`src/rtl/serial_adder_ctrl.sv`:
```
// Bit-serial adder controller: sequences one adder_1bit over WIDTH cycles, LSB first.
// Optional macro SERIAL_ADDER_OVERFLOW_EN enables registered signed-overflow output.

module adder_1bit (
  input  logic a,
  input  logic b,
  input  logic cin,
  output logic sum,
  output logic cout
);
  assign sum  = a ^ b ^ cin;
  assign cout = (a & b) | (cin & (a ^ b));
endmodule

module serial_adder_ctrl #(
  parameter int unsigned WIDTH = 8
) (
  input  logic             clk,
  input  logic             rst,
  input  logic             start,
  input  logic [WIDTH-1:0] a,
  input  logic [WIDTH-1:0] b,
  input  logic             carry_in,
  output logic             busy,
  output logic             done,
  output logic [WIDTH-1:0] sum,
  output logic             carry_out,
  output logic             overflow
);

  localparam int unsigned CW = (WIDTH > 1) ? $clog2(WIDTH) : 1;
  localparam logic [CW-1:0] LAST = CW'(WIDTH - 1);

  typedef enum logic [1:0] {IDLE, ADD, DONE} state_t;

  state_t           state, state_nxt;
  logic [WIDTH-1:0] a_sh, b_sh;
  logic [WIDTH-2:0] res_sh;
  logic [WIDTH-1:0] res_cat;
  logic             carry_r;
  logic [CW-1:0]    cnt;
  logic             fa_s, fa_c;
  logic             last_bit;

  adder_1bit u_fa (
    .a    (a_sh[0]),
    .b    (b_sh[0]),
    .cin  (carry_r),
    .sum  (fa_s),
    .cout (fa_c)
  );

  // Result register keeps WIDTH-1 bits; the final bit is merged in on the last edge.
  assign res_cat  = {fa_s, res_sh};
  assign last_bit = (state == ADD) && (cnt == LAST);

  always_ff @(posedge clk or posedge rst) begin
    if (rst) state <= IDLE;
    else     state <= state_nxt;
  end

  always_comb begin
    state_nxt = state;
    case (state)
      IDLE:    if (start) state_nxt = ADD;
      ADD:     if (cnt == LAST) state_nxt = DONE;
      DONE:    state_nxt = IDLE;
      default: state_nxt = IDLE;
    endcase
  end

  always_ff @(posedge clk or posedge rst) begin
    if (rst) begin
      busy      <= 1'b0;
      done      <= 1'b0;
      a_sh      <= '0;
      b_sh      <= '0;
      res_sh    <= '0;
      carry_r   <= 1'b0;
      cnt       <= '0;
      sum       <= '0;
      carry_out <= 1'b0;
    end else begin
      busy <= (state_nxt == ADD);
      done <= (state_nxt == DONE);
      case (state)
        IDLE: begin
          if (start) begin
            a_sh    <= a;
            b_sh    <= b;
            carry_r <= carry_in;
            cnt     <= '0;
          end
        end
        ADD: begin
          a_sh    <= a_sh >> 1;
          b_sh    <= b_sh >> 1;
          res_sh  <= res_cat[WIDTH-1:1];
          carry_r <= fa_c;
          if (last_bit) begin
            sum       <= res_cat;
            carry_out <= fa_c;
          end else begin
            cnt <= cnt + 1'b1;
          end
        end
        default: ;
      endcase
    end
  end

`ifdef SERIAL_ADDER_OVERFLOW_EN
  logic ovf_r;

  // carry_r holds the carry into the MSB while the last bit is processed.
  always_ff @(posedge clk or posedge rst) begin
    if (rst)           ovf_r <= 1'b0;
    else if (last_bit) ovf_r <= carry_r ^ fa_c;
  end

  assign overflow = ovf_r;
`else
  assign overflow = 1'b0;
`endif

endmodule

```
`config.mk`:
```
export PLATFORM = sky130hd
export DESIGN_NAME = serial_adder_ctrl
export DESIGN_NICKNAME = d
export VERILOG_FILES = /design/src/rtl/serial_adder_ctrl.sv
export SDC_FILE = /design/constraint.sdc
export NUM_CORES = 1
export LEC_CHECK = 0
export CORE_MARGIN = 4
export CORE_UTILIZATION = 57
export CTS_CLUSTER_SIZE = 8
export DETAILED_ROUTE_END_ITERATION = 8
export HOLD_SLACK_MARGIN = 0.03
export PLACE_DENSITY = 0.83
export REMOVE_ABC_BUFFERS = 1
export SETUP_SLACK_MARGIN = 0.3
export SLEW_MARGIN = 10
export SYNTH_ARGS = -nofsm -noshare
export SYNTH_HDL_FRONTEND = slang
export SYNTH_SLANG_ARGS = --single-unit
```
`constraint.sdc`:
```
create_clock -name clk -period 3.7 [get_ports clk]
set_clock_uncertainty 0.15 [all_clocks]
set_input_delay 0.37 -clock clk [delete_from_list [all_inputs] [get_ports clk]]
set_output_delay 0.37 -clock clk [all_outputs]
set_load 0.02 [all_outputs]
```
==> impl_metrics.toml <==
[status]
status = "finished clean"

[synth]
yosysMostFrequentCell = "dfrtp_1"
synthArstFlopShare_pct = 100
yosysTopAreaCellShare_pct = 50.9
synthCells = 159
yosys.cell_types.count = 26
synth_commonest_cells = "dfrtp_1 (40), inv_1 (20), nor4b_1 (16), a211oi_1 (15), nor3b_1 (15)"
synth-seq-area-share_pct = 50.9
ys_top_cells_by_area = "dfrtp_1 (51%), nor4b_1 (7.1%), mux2_4 (6.1%)"
synth_top_area_cell = "dfrtp_1"
synthFlopType = "dfrtp_1"
mappedNetlistArea_um2 = 1970
synth-edff-count = 0
synth_seq_cells = 40
synth.yosys.warnings = 0
syn_area_per_cell_um2 = 12.4

[floorplanning]
die_width_um = 66.7
dieHeight_um = 66.7
placementRows = 21
die_area_um2 = 4450
pin_count = 32
core_region_area_um2 = 3340
start_util_pct = 58.9

[finish]
fin_area_um2 = 2280
final_util_pct = 68.4
fill_cells = 261
area_growth_pct = 16.1
n_antenna_cell = 0
final-seq-area_um2 = 1000
drive_gt1_share_pct = 16.8
instances_no_fill = 231
layout.nets = 207
multiInputGateArea_um2 = 774

[timing]
post-route-min-period_ns = 2.35
hold_violations = 0
finalSetupTns_ns = 0
drv_slew = 0
fmaxAchievable_mhz = 425
rsz0062_at_grt = "no"
setup_viol = 0
worstMarginPinSlew_ns = 1.10
relSlewSlack_pct = 26.5
period_share_pct = 63.6

[power_and_ir_drop]
power_density_nw_per_um2 = 771
vdd_ir_drop_max_mv = 0.332
p_leak_nw = 1.01

[detailed_routing]
wirelength_um = 3420
via_per_inst = 5.60
drc_errors = 0
first_pass_iters = 4
wl_per_cell_um = 14.8
vias = 1294
drt_iter0_markers = 37
ant_nets = 0

[grt]
grt_overflow = 0
grt_max_degree = 42
grt_pass1_vias = 1288
grt_pass1_wl_um = 5890
antenna_found_initial = 0
grt_use_total_pct = 17.9

[flow_run]
cap_viol_max_count = 0

[setup_path]
crit_buf_inv = 0
slowest_delay_ns = 1.08
worstPathRequired_ns = 3.79
end_kind = "flop"
crit_path_top_delay_cell = "dfrtp_1"
ff2ff_path_depth = 2
critPathTopFamily = "flip-flops"
critPathMaxFanout = 41
cp.depth = 2
critPathLaunchType = "flop"
crit_type = "reg2reg"
cp_cell_sequence = "nor2b_1 > mux2_2"
critPathArrivalTime_ns = 2.44

[place]
dp.cells = 223
portBuffers = 30
gp_congestion = 0.786
place_area_um2 = 2220
hpwlAfterDp_um = 2360

[cts]
h-tree-depth = 2
numCtsBuffers = 5
clock_latency_ns = 0.35
cts_sinks = 40
cts_resized = 0
clk_path_buf_depth = 2
postCtsHoldBufs = 0
cts.clk_slew.worst_paths_ns = 0.11
cts_tree = "yes"
post_cts_buffers = 0
root_buffer = "clkbuf_4"

[worst_hold_path]
min_path_type = "in2async"
## layer usage
layer | GRT usage (%) | routed length [um]
met4 | 7.61 | 63
met2 | 28.3 | 1660
met3 | 5.90 | 182
met1 | 22.3 | 1510
met5 | 0 | 0
## power breakdown
group / switching [W] / internal [W] / total [W]
Clock: 0.000135 / 0.0000938 / 0.000229
Sequential: 0.000162 / 0.000639 / 0.000801
Combinational: 0.000316 / 0.000414 / 0.000730
## tightest hold or removal path, stage by stage
cell and delay [ns]:
clkdlybuf4s50_1 0.40, inv_1 0.06, buf_4 0.42
## through the flow
step | hold slack [ns] | total power, W | setup slack [ns]
2_1_floorplan | 0.328 | 0.00129 | 1.74
5_1_grt | 0.341 | 0.00190 | 1.19
3_3_place_gp | 0.337 | 0.00150 | 1.43
6_report | 0.288 | 0.00176 | 1.35
3_5_place_dp | 0.344 | 0.00155 | 1.39
4_1_cts | 0.301 | 0.00178 | 1.37
## placed cells by master, fill, tap and decap left out, drive strengths merged
| master | n |
|---|---|
| dfrtp | 40 |
| clkdlybuf4s50 | 30 |
| inv | 20 |
| nor4b | 16 |
| nor3b | 16 |
| mux2 | 16 |
| a211oi | 15 |
| clkbuf | 8 |
| nand2b | 4 |
| nand3 | 2 |
| o221ai | 2 |
| a22o | 2 |
| a21oi | 2 |
| ha | 2 |
| buf | 2 |
| o21bai | 1 |
| o21ba | 1 |
| nor2b | 1 |
| nand3b | 1 |
| and3 | 1 |
| a211o | 1 |
| fa | 1 |
| conb | 1 |
## final timing paths
kind / end / slack [ns] / from
worst min-delay path: done / 0.29 / rst
max in group asynchronous: sum[6] / 2.76 / rst
worst max-delay path: res_sh[4] / 1.35 / state[0]
worst min register to register: sum[5] / 0.37 / sum[5]
worst max register to register: res_sh[4] / 1.35 / state[0]
min in group clk: sum[5] / 0.37 / sum[5]
## state kept, by name, summed over array words and instances (netlist names)
register   cells
carry_out      1
cnt            3
b_sh           8
sum            8
state          2
busy           1
a_sh           8
carry_r        1
res_sh         7
done           1
## area by class of cell
type / count / area share, %
Clock buffer: 8 / 2.58
Tap cell: 46 / 2.52
Timing Repair Buffer: 32 / 13.8
Sequential cell: 40 / 43.9
Inverter: 20 / 3.29
Multi-Input combinational cell: 85 / 33.9
## logic make-up (layout without fill, tap and decap cells)
family | Yosys count | after routing | share of synthesized area, %
compound gates | 24 | 24 | 9.74
fa+ha+maj | 3 | 3 | 2.29
buf+inv | 34 | 60 | 9.68
flops | 40 | 40 | 50.9
mux | 16 | 16 | 10.7
other cells | 1 | 1 | 0.191
simple gates | 41 | 41 | 16.5
Note: power is estimated with default switching activity, not from simulation.
